[src/rtl/multi_port_fifo_pkg.sv]
// Shared helpers for the multi-lane FIFO: width calculations used by the interface,
// the top and the RAM so that every per-cycle count field agrees on its size.
package multi_port_fifo_pkg;

  function automatic int clog2(input int value);
    int result;
    result = 0;
    while ((1 << result) < value) result++;
    return result;
  endfunction

  // A per-cycle count must be able to hold 0..ways, i.e. ways+1 distinct values.
  function automatic int cnt_width(input int ways);
    return clog2(ways + 1);
  endfunction

endpackage

[src/rtl/multi_port_fifo_if.sv]
// Handshake and status bundle of the multi-lane FIFO; the producer/consumer side is
// the master, the FIFO itself is the slave.
interface multi_port_fifo_if
  import multi_port_fifo_pkg::*;
#(
  parameter int kWidth     = 32,
  parameter int kAddrWidth = 4,
  parameter int kWays      = 2
);
  localparam int kCntW = cnt_width(kWays);

  logic                      flush;
  logic [kCntW-1:0]          write_num;
  logic [kWays*kWidth-1:0]   write_data;
  logic [kCntW-1:0]          read_num;
  logic [kWays*kWidth-1:0]   read_data;
  logic [kWays-1:0]          read_valid;
  logic [kAddrWidth:0]       count;
  logic [kAddrWidth:0]       free_slots;
  logic                      is_full;
  logic                      is_empty;
  logic                      almost_full;
  logic                      overflow;
  logic                      underflow;

  modport master (
    output flush, write_num, write_data, read_num,
    input  read_data, read_valid, count, free_slots, is_full, is_empty,
           almost_full, overflow, underflow
  );

  modport slave (
    input  flush, write_num, write_data, read_num,
    output read_data, read_valid, count, free_slots, is_full, is_empty,
           almost_full, overflow, underflow
  );

endinterface

[src/rtl/multi_port_fifo_ram_mp.sv]
// Storage array with kWays write lanes and kWays asynchronous read lanes. Lane
// addresses are consecutive from a base, so lanes never collide within one cycle.
module fifo_ram_mp
  import multi_port_fifo_pkg::*;
#(
  parameter int kWidth     = 32,
  parameter int kAddrWidth = 4,
  parameter int kWays      = 2
)(
  input  logic                        clk,
  input  logic [cnt_width(kWays)-1:0] write_num,
  input  logic [kAddrWidth-1:0]       write_base,
  input  logic [kWays*kWidth-1:0]     write_data,
  input  logic [kAddrWidth-1:0]       read_base,
  output logic [kWays*kWidth-1:0]     read_data
);
  localparam int kSize = 1 << kAddrWidth;

  logic [kWidth-1:0] mem [kSize];

  // Lane i is enabled when it falls below write_num; contents are never reset.
  always_ff @(posedge clk) begin
    for (int i = 0; i < kWays; i++) begin
      if (int'(write_num) > i)
        mem[write_base + kAddrWidth'(i)] <= write_data[i*kWidth +: kWidth];
    end
  end

  always_comb begin
    read_data = '0;
    for (int i = 0; i < kWays; i++)
      read_data[i*kWidth +: kWidth] = mem[read_base + kAddrWidth'(i)];
  end

endmodule

[src/rtl/multi_port_fifo.sv]
// Multi-lane first-word-fall-through FIFO: up to kWays pushes and pops per cycle,
// with occupancy status and sticky overflow/underflow flags.
module multi_port_fifo
  import multi_port_fifo_pkg::*;
#(
  parameter int kWidth            = 32,
  parameter int kAddrWidth        = 4,
  parameter int kWays             = 2,
  parameter int kAlmostFullMargin = 2
)(
  input logic              clk,
  input logic              rst,
  multi_port_fifo_if.slave bus
);
  localparam int kSize = 1 << kAddrWidth;
  localparam int kPtrW = kAddrWidth + 1;
  localparam int kCntW = cnt_width(kWays);

  logic [kPtrW-1:0]        read_ptr;
  logic [kPtrW-1:0]        write_ptr;
  logic [kPtrW-1:0]        count_q;
  logic [kPtrW-1:0]        free_q;
  logic                    overflow_q;
  logic                    underflow_q;
  logic                    read_ok;
  logic                    write_ok;
  logic                    commit;
  logic [kCntW-1:0]        ram_write_num;
  logic [kWays*kWidth-1:0] ram_read_data;

  assign count_q = write_ptr - read_ptr;
  assign free_q  = kPtrW'(kSize) - count_q;

  // A write may consume the space released by a read accepted in the same cycle.
  always_comb begin
    read_ok  = (int'(bus.read_num) <= kWays) && (int'(bus.read_num) <= int'(count_q));
    write_ok = (int'(bus.write_num) <= kWays) &&
               (int'(bus.write_num) <= int'(free_q) + (read_ok ? int'(bus.read_num) : 0));
  end

  assign commit        = rst && !bus.flush;
  assign ram_write_num = (commit && write_ok) ? bus.write_num : '0;

  always_ff @(posedge clk) begin
    if (!rst || bus.flush) begin
      read_ptr    <= '0;
      write_ptr   <= '0;
      overflow_q  <= 1'b0;
      underflow_q <= 1'b0;
    end else begin
      if (read_ok) read_ptr <= read_ptr + kPtrW'(bus.read_num);
      else         underflow_q <= 1'b1;
      if (write_ok) write_ptr <= write_ptr + kPtrW'(bus.write_num);
      else          overflow_q <= 1'b1;
    end
  end

  fifo_ram_mp #(
    .kWidth     (kWidth),
    .kAddrWidth (kAddrWidth),
    .kWays      (kWays)
  ) u_ram (
    .clk        (clk),
    .write_num  (ram_write_num),
    .write_base (write_ptr[kAddrWidth-1:0]),
    .write_data (bus.write_data),
    .read_base  (read_ptr[kAddrWidth-1:0]),
    .read_data  (ram_read_data)
  );

  // Lanes beyond the current occupancy are masked to zero so stale memory never leaks.
  always_comb begin
    bus.read_valid = '0;
    bus.read_data  = '0;
    for (int i = 0; i < kWays; i++) begin
      bus.read_valid[i] = count_q > kPtrW'(i);
      if (bus.read_valid[i])
        bus.read_data[i*kWidth +: kWidth] = ram_read_data[i*kWidth +: kWidth];
    end
  end

  assign bus.count       = count_q;
  assign bus.free_slots  = free_q;
  assign bus.is_full     = (count_q == kPtrW'(kSize));
  assign bus.is_empty    = (count_q == '0);
  assign bus.almost_full = (int'(count_q) >= kSize - kAlmostFullMargin);
  assign bus.overflow    = overflow_q;
  assign bus.underflow   = underflow_q;

endmodule

[src/flat_wrapper.sv]
// flat-port wrapper written by rule: the top's interface ports become plain ports
module multi_port_fifo_flat import multi_port_fifo_pkg::*;
#(
  parameter int kWidth            = 32,
  parameter int kAddrWidth        = 4,
  parameter int kWays             = 2,
  parameter int kAlmostFullMargin = 2
)
  (clk, rst, bus_flush, bus_write_num, bus_write_data, bus_read_num, bus_read_data, bus_read_valid, bus_count, bus_free_slots, bus_is_full, bus_is_empty, bus_almost_full, bus_overflow, bus_underflow);
  multi_port_fifo_if #(.kWidth(kWidth), .kAddrWidth(kAddrWidth), .kWays(kWays)) bus_i ();
  input logic clk;
  input logic rst;
  input wire logic [$bits(bus_i.flush)-1:0] bus_flush;
  input wire logic [$bits(bus_i.write_num)-1:0] bus_write_num;
  input wire logic [$bits(bus_i.write_data)-1:0] bus_write_data;
  input wire logic [$bits(bus_i.read_num)-1:0] bus_read_num;
  output wire logic [$bits(bus_i.read_data)-1:0] bus_read_data;
  output wire logic [$bits(bus_i.read_valid)-1:0] bus_read_valid;
  output wire logic [$bits(bus_i.count)-1:0] bus_count;
  output wire logic [$bits(bus_i.free_slots)-1:0] bus_free_slots;
  output wire logic [$bits(bus_i.is_full)-1:0] bus_is_full;
  output wire logic [$bits(bus_i.is_empty)-1:0] bus_is_empty;
  output wire logic [$bits(bus_i.almost_full)-1:0] bus_almost_full;
  output wire logic [$bits(bus_i.overflow)-1:0] bus_overflow;
  output wire logic [$bits(bus_i.underflow)-1:0] bus_underflow;
  assign bus_i.flush = bus_flush;
  assign bus_i.write_num = bus_write_num;
  assign bus_i.write_data = bus_write_data;
  assign bus_i.read_num = bus_read_num;
  assign bus_read_data = bus_i.read_data;
  assign bus_read_valid = bus_i.read_valid;
  assign bus_count = bus_i.count;
  assign bus_free_slots = bus_i.free_slots;
  assign bus_is_full = bus_i.is_full;
  assign bus_is_empty = bus_i.is_empty;
  assign bus_almost_full = bus_i.almost_full;
  assign bus_overflow = bus_i.overflow;
  assign bus_underflow = bus_i.underflow;
  multi_port_fifo #(.kWidth(kWidth), .kAddrWidth(kAddrWidth), .kWays(kWays), .kAlmostFullMargin(kAlmostFullMargin)) u_core (.clk(clk), .rst(rst), .bus(bus_i));
endmodule
[config.mk]
export PLATFORM = sky130hd
export DESIGN_NAME = multi_port_fifo_flat
export DESIGN_NICKNAME = d
export VERILOG_FILES = /design/src/rtl/multi_port_fifo_pkg.sv /design/src/rtl/multi_port_fifo_if.sv /design/src/rtl/multi_port_fifo_ram_mp.sv /design/src/rtl/multi_port_fifo.sv /design/src/flat_wrapper.sv
export SDC_FILE = /design/constraint.sdc
export NUM_CORES = 1
export LEC_CHECK = 0
export ABC_CLOCK_PERIOD_IN_PS = 11100
export CORE_MARGIN = 4
export CORE_UTILIZATION = 42
export DETAILED_ROUTE_END_ITERATION = 8
export SLEW_MARGIN = 10
export SYNTH_ARGS = -nofsm -noshare
export SYNTH_HDL_FRONTEND = slang
export SYNTH_HIERARCHICAL = 1
export SYNTH_SLANG_ARGS = --single-unit
[constraint.sdc]
create_clock -name clk -period 11.1 [get_ports clk]
set_clock_uncertainty 0.15 [all_clocks]
set_input_delay 2.22 -clock clk [delete_from_list [all_inputs] [get_ports clk]]
set_output_delay 2.22 -clock clk [all_outputs]
set_load 0.02 [all_outputs]
==> reports/metrics.cfg, run 1 <==
[yosys]
synth_nets=2136
synthArstFlopShare_pct=0
yosysUniqueCellTypes=54
yosysMostFrequentCell=edfxtp_1
synthTopCellsByArea=edfxtp_1, mux4_2, mux2_2, a22oi_1, clkbuf_1
syn_inst=2041
synth_edf_count=512
netlist_top_cells_count=edfxtp_1, mux2_2, mux4_2
synth_flop_cell=edfxtp_1
synth_top_area_share_pct=48.9
synth_area_mm2=0.0315
yosysWarnings=6
synth_seq_area_share_pct=49.6
synth.avg_cell_area_um2=15.4
netlist.top_cell.by_area=edfxtp_1
ys_seq_elements=524

[sta]
finalHoldViolCount=0
tightest_slew_ns=1.26
report.final.slew_viol_count=0
max_slew_margin_pct=15.7
setup_viol=0
rsz0062_at_grt=no
min_period_ns=8.00
fin_setup_tns_ns=0
fin_crit_sh_pct=72.0
fmax_ghz=0.125

[routing]
wl_per_cell_um=31.9
dr.pass1.iters=5
drt_first_iter_violations=1923
viasPerCell=6.46
antenna_left=0
num_vias=20020
drc=0
routed_wl_mm=98.8

[layout]
seq_area_mm2=0.0156
fin_nets=2176
drive_gt1_share_pct=44.3
finalInstanceArea_mm2=0.0356
num-fill-cells=6414
synthToLayoutAreaGrowth_pct=13.1
multiInputGateArea_mm2=0.0150

[cts]
postCtsHoldBufs=0
postCtsSetupRepairBufs=0
root_buffer=clkbuf_16
cts_resized=0
numCtsBuffers=58
clock_path_buffers=3
cts_sinks=524
clock_latency_ns=0.61
cts.clk_slew.worst_paths_ns=0.06
htree_levels=2
cts_tree=yes

[floorplanning]
fp.dieArea_mm2=0.0794
die_w_um=282
die_h_um=282
coreArea_mm2=0.0743
pin_count=152
floorplan.initialDensity_pct=42.3
core.rowCount=100

[place]
globalplace.congestion=0.803
hpwl_mm=58.1
place_area_mm2=0.0338
port_buffers=151

[critical_path]
start_kind=input pin
critPathKind=input pin to flop
path_buf_inv=4
slowest_delay_ns=1.06
critPathSlowestCell=a2111oi_0
path_max_fanout=19
path_cells=clkdlybuf4s50_1 -> inv_1 -> ha_1 -> nand2_1 -> o221ai_1 -> nor3_1 -> nor3_1 -> ha_1 -> inv_1 -> fa_1 -> ha_1 -> nor2b_1 -> o211ai_1 -> mux2i_2 -> a2111oi_0 -> a21oi_1 -> nand2b_1 -> nor2_4 -> buf_4
arrival_ns=8.12
worstPathRequired_ns=11.23
endpoint_kind=flop
cp_common_cell=ha_1
cpLargestDelayFamily=simple AND/OR/NAND/NOR gates

[power]
switching_share_pct=32.9
p_sw_uw=2100
combPwrFrac_pct=36.3
powerDensity_mw_per_mm2=179
p_leak_uw=0.0112
internal_power_uw=4280
peakVddDrop_mv=0.166
p_seq_share_pct=35.4
clockPowerShare_pct=28.4

[global_route]
grt_pass1_vias=21052
grt_usage_pct=24.9
grt_max_degree=65
grt-ovfl-total=0
antenna_found_initial=1
grt_pass1_wl_mm=145

[outcome]
outcome=finished clean

[job]
cap_violations=0

[min_path]
worstHoldPathType=flop to flop

==> cells by family (layout without fill, tap and decap cells) <==
kind of cell | after synthesis | after routing | synth area share [%]
other | 0 | 1 | 0
xor gates and xnor gates | 6 | 6 | 0.239
and+or+nand+nor | 294 | 294 | 4.78
DFF | 524 | 524 | 49.6
AOI/OAI and AO/OA | 169 | 169 | 3.42
muxes | 776 | 776 | 37.3
buffers and inverters | 248 | 336 | 3.61
adders and majority gates | 24 | 24 | 1.05
==> cell usage in the layout (no fill, tap or decap), drive strengths merged, types with 28 or more instances in the layout <==
| master | synthesis | routed |
|---|---|---|
| nor2 | 28 | 28 |
| mux4 | 256 | 256 |
| a22oi | 65 | 65 |
| nand2 | 113 | 113 |
| nor2b | 71 | 71 |
| clkdlybuf4s50 | 0 | 151 |
| clkbuf | 122 | 70 |
| buf | 102 | 53 |
| nand4 | 31 | 31 |
| o21ai | 69 | 69 |
| edfxtp | 512 | 512 |
| clkinv | 0 | 33 |
| mux2 | 512 | 512 |
==> power by group through the flow <==
| stage | combinational, uW | clock (uW) | sequential [uW] |
|---|---|---|---|
| 2_1_floorplan | 1450 | 0 | 2270 |
| 3_3_place_gp | 2310 | 0 | 2300 |
| 3_5_place_dp | 2330 | 0 | 2300 |
| 4_1_cts | 2340 | 1850 | 2260 |
| 5_1_grt | 2460 | 1930 | 2260 |
| 6_report | 2310 | 1810 | 2260 |
==> final cells by class <==
cell class	count	share of cell area (%)
clock inverters	38	0.717
repair buffers	204	5.36
well taps	969	3.41
multi-input cells	1269	42.2
diodes	1	0.00703
clock buffers	70	4.20
inverters	24	0.253
flip-flops and latches	524	43.9
==> routing by layer <==
metal  track usage, %  part of all wire [%]
met5                0                     0
met4             8.08                   3.6
met3             3.69                   7.1
met2             42.1                    49
met1             33.2                    40
==> worst paths after layout <==
| check | startpoint | end | slack [ns] | cells past startpoint |
|---|---|---|---|---|
| worst max-delay path | bus_read_num[0] | u_core/u_ram/mem[7][15] | 3.10 | 19 |
| worst min-delay path | u_core/bus.overflow | u_core/bus.overflow | 0.30 | 2 |
| worst max register to register | u_core/read_ptr[1] | u_core/u_ram/mem[7][15] | 3.34 | 20 |
| worst min register to register | u_core/bus.overflow | u_core/bus.overflow | 0.30 | 2 |
==> sequential cells by signal, indices dropped and copies added (netlist names) <==
| name | count |
|---|---|
| u_core/u_ram/mem | 512 |
| u_core/read_ptr | 5 |
| u_core/write_ptr | 5 |
| u_core/bus.overflow | 1 |
| u_core/bus.underflow | 1 |
==> tightest hold or removal path, cell delays in order (launching register included) <==
cell and delay (ns):
dfxtp_1 0.31, inv_1 0.05, a21oi_1 0.05
==> stage by stage <==
step / power (uW) / cells / hold WS (ns) / worst slack, ns / utilization [%]
after floorplan: 3710 / 2041 / 0.304 / 2.35 / -
after global placement: 4610 / 2990 / 0.289 / 2.71 / 45.5
after detailed placement: 4620 / 2990 / 0.301 / 2.62 / 45.5
after CTS: 6440 / 3098 / 0.311 / 3.22 / 47.9
after global routing: 6660 / 3098 / 0.325 / 2.76 / 47.9
final: 6380 / 3099 / 0.305 / 3.10 / 47.9
No activity file was read; power rests on OpenSTA's default activity.
==> inputs of run 2 (changes only) <==
Settings changed: ABC_CLOCK_PERIOD_IN_PS 11100 to 7750.
Clock period 11.1 ns to 7.75 ns, I/O delays scaled along.
==> run 2 against run 1 <==
Cell count increased by 1.3%. Total power increased by 45%. Sequential share of layout area decreased by 0.60 points. Via count increased by 0.25%. Sequential power increased by 42%. Highest routed layer is now met5. Routed wire length increased by 2.0%. Cell area increased by 1.4%.
==> reports/metrics.cfg, run 2 (same netlist as run 1, synthesis figures left out) <==
[global_route]
antenna_found_initial=4  ; +3
use_met3_pct=4.14  ; +0.45 points
grt_max_degree=74  ; +14%
grt_pass1_wl_mm=146  ; +0.62%
top_usage_layer=met2
grt-ovfl-total=0  ; unchanged
grt_usage_pct=25.2  ; +0.34 points
use_met1_pct=34.1  ; +0.81 points
grt_util_met2_pct=42.2  ; +0.16 points
grt_pass1_vias=21115  ; +0.30%

[cts]
clock_latency_ns=0.61  ; about the same
postCtsHoldBufs=0  ; unchanged
cts_resized=0  ; unchanged
cts_tree=yes
htree_levels=2  ; unchanged
root_buffer=clkbuf_16
cts_sinks=524  ; unchanged
cts.clk_slew.worst_paths_ns=0.06  ; about the same
numCtsBuffers=58  ; unchanged
clock_path_buffers=3  ; unchanged
postCtsSetupRepairBufs=0  ; unchanged

[sta]
rsz0062_at_grt=no
max_slew_margin_pct=37.0  ; +21 points
min_period_ns=6.99
tightest_slew_ns=0.943  ; -0.322 ns
setup_viol=0  ; unchanged
fin_crit_sh_pct=90.2
report.final.slew_viol_count=0  ; unchanged
fmax_ghz=0.143
fin_setup_tns_ns=0  ; unchanged
fin_ws_ns=0.760  ; -2.34 ns
finalHoldViolCount=0  ; unchanged

[power]
switching_share_pct=32.5  ; -0.40 points
p_sw_uw=3020  ; +44%
p_leak_uw=0.0114  ; +2.3%
powerDensity_mw_per_mm2=257  ; +43%
power_uw=9280  ; +45%
clockPowerShare_pct=29.1  ; +0.7 points
p_seq_share_pct=34.5  ; -0.9 points
peakVddDrop_mv=0.194  ; +17%
combPwrFrac_pct=36.5  ; +0.2 points
internal_power_uw=6260  ; +46%

[critical_path]
worstRegToRegCells=22  ; +10%
start_kind=flop
critPathKind=flop to flop
path_max_fanout=20  ; +1
arrival_ns=7.10  ; -1.02 ns
endpoint_kind=flop
worstPathRequired_ns=7.86  ; -3.37 ns

[place]
globalplace.congestion=0.844  ; +5.1%
place_area_mm2=0.0343  ; +1.3%
hpwl_mm=59.5  ; +2.4%
port_buffers=151  ; unchanged
pre_cts_slack_ns=0.316  ; -2.30 ns

[layout]
seq_area_mm2=0.0156  ; unchanged
finalInstanceArea_mm2=0.0361  ; +1.4%
reg_top3=u_core/u_ram/mem: 512 flops, u_core/read_ptr: 5 flops, u_core/write_ptr: 5 flops
largest_reg_flops=512  ; unchanged
fin_nets=2218  ; +1.9%
num-fill-cells=6410  ; -0.062%
drive_gt1_share_pct=45.1  ; +0.77 points
multiInputGateArea_mm2=0.0150  ; about the same
layout_common_cells=edfxtp_1, mux2_2, mux4_2
top_register=u_core/u_ram/mem
synthToLayoutAreaGrowth_pct=14.7
final_common_cell=edfxtp_1

[routing]
num_vias=20071  ; +0.25%
routed_wl_mm=101  ; +2.0%
wl_per_cell_um=32.1  ; +0.70%
drc=0  ; unchanged
viasPerCell=6.40  ; -0.99%
drt_first_iter_violations=1974  ; +2.7%
dr.pass1.iters=5  ; unchanged
antenna_left=0  ; unchanged

[floorplanning]
die_h_um=282  ; unchanged
coreArea_mm2=0.0743  ; unchanged
pin_count=152  ; unchanged
core.rowCount=100  ; unchanged
die_w_um=282  ; unchanged
fp.dieArea_mm2=0.0794  ; unchanged
floorplan.initialDensity_pct=42.3  ; unchanged

[min_path]
worstHoldPathType=flop to flop
min_path_cells=1  ; -1

[outcome]
outcome=finished clean

[job]
cap_violations=0  ; unchanged

run 2: critical path: stages, from the launching register on:
cell       delay (ns)
dfxtp_1          0.67
inv_1            0.10
ha_1             0.21
inv_1            0.06
fa_1             0.49
inv_1            0.18
ha_1             0.26
nand2_1          0.07
o221ai_1         0.14
nor3_1           0.44
nor3_1           0.11
ha_1             0.22
inv_1            0.08
fa_1             0.43
ha_1             0.30
nor2b_1          0.15
o211ai_1         0.22
mux2i_2          0.17
a2111oi_0        0.80
buf_4            0.27
or3b_2           0.53
o21ai_4          0.15
buf_4            0.40
run 2: power groups by stage:
stage                     Sequential, uW  Combinational, uW  Clock, uW
after floorplan                     3240               2080          0
after global placement              3250               3360          0
after detailed placement            3260               3400          0
after CTS                           3200               3420       2750
after global routing                3200               3590       2870
final                               3200               3380       2700
run 2: metal layers:
layer / vias to the layer above / wire [um] / share of wire [%]
met5: - / 22 / 0.022
met4: 4 / 3250 / 3.2
met3: 190 / 7490 / 7.4
met2: 869 / 49400 / 49
met1: 10651 / 40500 / 40
li1: 8357 / - / -
run 2: worst paths after layout:
kind,start,end,slack (ns)
max,u_core/write_ptr[0],u_core/u_ram/mem[8][15],0.76
min,u_core/bus.underflow,u_core/bus.underflow,0.32
max reg2reg,u_core/write_ptr[0],u_core/u_ram/mem[8][15],0.76
min reg2reg,u_core/bus.underflow,u_core/bus.underflow,0.32
run 2: cell type report:
cell class	count	share of cell area [%]
diodes	1	0.00693
flip-flops and latches	524	43.3
multi-input cells	1269	41.6
clock inverters	26	0.756
well taps	969	3.36
repair buffers	246	6.50
inverters	24	0.250
clock buffers	79	4.24
run 2: metrics by stage:
| stage | cells | hold slack (ns) | utilization, % |
|---|---|---|---|
| 3_5_place_dp | 3032 | 0.304 | 46.1 |
| 4_1_cts | 3137 | 0.317 | 48.6 |
| 6_report | 3138 | 0.317 | 48.6 |
| 3_3_place_gp | 3031 | 0.301 | 46.1 |
| 2_1_floorplan | 2041 | 0.304 | - |
| 5_1_grt | 3137 | 0.362 | 48.6 |
==> inputs of run 3 (changes only) <==
Settings changed: CORE_ASPECT_RATIO from default to 0.5, GPL_ROUTABILITY_DRIVEN from default to 0.
==> run 3 against run 2 <==
Sequential cell count stayed put. Hold slack better by 0.012 ns. First-iteration DRC count is 12% higher. Non-clock buffer count is 1 lower. Routed wire length is 1.2% lower. Clock power is 6% lower. Utilization is 0.44 points higher. Total power is 2.1% lower.
==> reports/metrics.cfg, run 3 (same netlist as run 1, synthesis figures left out) <==
[outcome]
outcome=finished clean

[sta]
fin_ws_ns=0.940  ; +0.180 ns
min_period_ns=6.81  ; -0.180 ns
tightest_slew_ns=1.02  ; +0.0781 ns
fin_crit_sh_pct=87.9  ; -2.3 points
fin_setup_tns_ns=0  ; unchanged
setup_viol=0  ; unchanged
fmax_ghz=0.147  ; +2.6%
max_slew_margin_pct=31.8  ; -5.2 points
report.final.slew_viol_count=0  ; unchanged
finalHoldViolCount=0  ; unchanged
rsz0062_at_grt=no

[floorplanning]
core.rowCount=70  ; -30%
coreArea_mm2=0.0737  ; -0.89%
fp.dieArea_mm2=0.0796  ; +0.33%
die_w_um=395  ; +40%
pin_count=152  ; unchanged
die_h_um=202  ; -28%
floorplan.initialDensity_pct=42.7  ; +0.38 points

[layout]
seq_area_mm2=0.0156  ; unchanged
fin_nets=2210  ; -0.36%
largest_reg_flops=512  ; unchanged
num-fill-cells=6216  ; -3.0%
num_antenna_cells=0  ; -1
drive_gt1_share_pct=45.1  ; about the same
top_register=u_core/u_ram/mem
multiInputGateArea_mm2=0.0150  ; about the same
instances_no_fill=3164  ; +0.83%
final_common_cell=edfxtp_1
synthToLayoutAreaGrowth_pct=14.7  ; unchanged
layout_common_cells=edfxtp_1, mux2_2, mux4_2
reg_top3=u_core/u_ram/mem: 512 flops, u_core/read_ptr: 5 flops, u_core/write_ptr: 5 flops

[global_route]
grt_pass1_vias=20521  ; -2.8%
grt_usage_pct=24.7  ; -0.54 points
antenna_found_initial=1  ; -3
grt_max_degree=81  ; +9.5%
grt_pass1_wl_mm=144  ; -1.3%
grt-ovfl-total=0  ; unchanged

[critical_path]
start_kind=flop
path_max_fanout=61  ; +200%
arrival_ns=5.11  ; -1.99 ns
critPathKind=flop to primary output
r2r-end=u_core/u_ram/mem[6][1]
worstPathRequired_ns=6.05  ; -1.81 ns
rrSetupSlack_ns=1.03  ; +0.27 ns
worstRegToRegCells=23  ; +4.5%
endpoint_kind=primary output
regToRegStartpoint=u_core/write_ptr[0]

[cts]
clock_latency_ns=0.61  ; about the same
cts.clk_slew.worst_paths_ns=0.07  ; about the same
numCtsBuffers=51  ; -12%
postCtsHoldBufs=0  ; unchanged
cts_tree=yes
clock_path_buffers=3  ; unchanged
cts_sinks=524  ; unchanged
postCtsSetupRepairBufs=0  ; unchanged
cts_resized=0  ; unchanged
root_buffer=clkbuf_16
htree_levels=2  ; unchanged

[min_path]
hp-start=u_core/bus.overflow
min_path_cells=2  ; +1
worstHoldPathType=flop to flop
hold-path-endpoint=u_core/bus.overflow

[routing]
routed_wl_mm=99.5  ; -1.2%
wl_per_cell_um=31.4  ; -2.0%
drt_first_iter_violations=2206  ; +12%
viasPerCell=6.39  ; -0.12%
num_vias=20214  ; +0.71%
antenna_left=0  ; unchanged
dr.pass1.iters=5  ; unchanged
drc=0  ; unchanged

[place]
hpwl_mm=59.8  ; +0.54%
pre_cts_slack_ns=0.575  ; +0.259 ns
port_buffers=151  ; unchanged
dpl.cell_count=3070  ; +1.3%

[power]
p_leak_uw=0.0113  ; -0.60%
peakVddDrop_mv=0.248  ; +28%
powerDensity_mw_per_mm2=252  ; -2.1%

[job]
cap_violations=0  ; unchanged

-- run 3: cell types whose count changed in the layout (fill, tap and decap cells not counted), sizes merged --
cell and change:
diode -1, clkbuf -13, buf -1, clkinvlp +3
clkinv -1
-- run 3: how the worst max path moves through the flow --
stage / startpoint / end / slack [ns] / cells past startpoint
3_5_place_dp: bus_read_num[0] / u_core/u_ram/mem[6][12] / 0.57 / 20
5_1_grt: u_core/write_ptr[0] / u_core/u_ram/mem[6][6] / 0.53 / 23
6_report: u_core/read_ptr[0] / bus_read_data[53] / 0.94 / 8
3_3_place_gp: bus_read_num[0] / u_core/u_ram/mem[6][9] / 0.64 / 20
4_1_cts: u_core/read_ptr[0] / bus_read_data[53] / 0.78 / 8
2_1_floorplan: bus_read_num[1] / u_core/u_ram/mem[3][0] / 0.06 / 16
-- run 3: through the flow --
| stage | total power, uW | util [%] | hold WS, ns | cell area, um2 |
|---|---|---|---|---|
| after floorplan | 5320 | - | 0.304 | 31500 |
| after global placement | 6620 | 46.8 | 0.302 | 34500 |
| after detailed placement | 6640 | 46.8 | 0.312 | 34500 |
| after CTS | 9170 | 49.0 | 0.333 | 36100 |
| after global routing | 9480 | 49.0 | 0.351 | 36100 |
| final | 9090 | 49.0 | 0.329 | 36100 |
-- run 3: critical path: stages (launching register included) --
cell and delay (ns):
dfxtp_4 0.51, buf_4 0.64, buf_4 0.74, buf_4 0.89, mux4_2 0.63, o21ai_0 0.09, nand4_1 0.19, nor2b_1 0.18
clkdlybuf4s50_1 0.55
-- run 3: power breakdown --
group	switching [uW]	leakage [uW]	total, uW	internal (uW)
clock	1130	0.000782	2530	1400
sequential	44.6	0.00471	3210	3160
combinational	1810	0.00585	3350	1540
-- run 3: final cells by class --
class	count	area share (%)
inverter	24	0.250
timing repair buffer	245	6.84
tap	1008	3.49
multi-input combinational	1269	41.6
clock inverter	28	0.766
sequential	524	43.3
clock buffer	66	3.75
-- run 3: metal layers --
layer	track usage (%)	part of all wire, %	routed length, um	vias to the layer above
met4	5.83	2.1	2120	0
met1	36.4	43	43100	10755
met5	0	0	0	-
met3	4.03	9.0	8910	145
met2	38.3	46	45400	983
li1	-	-	-	8331
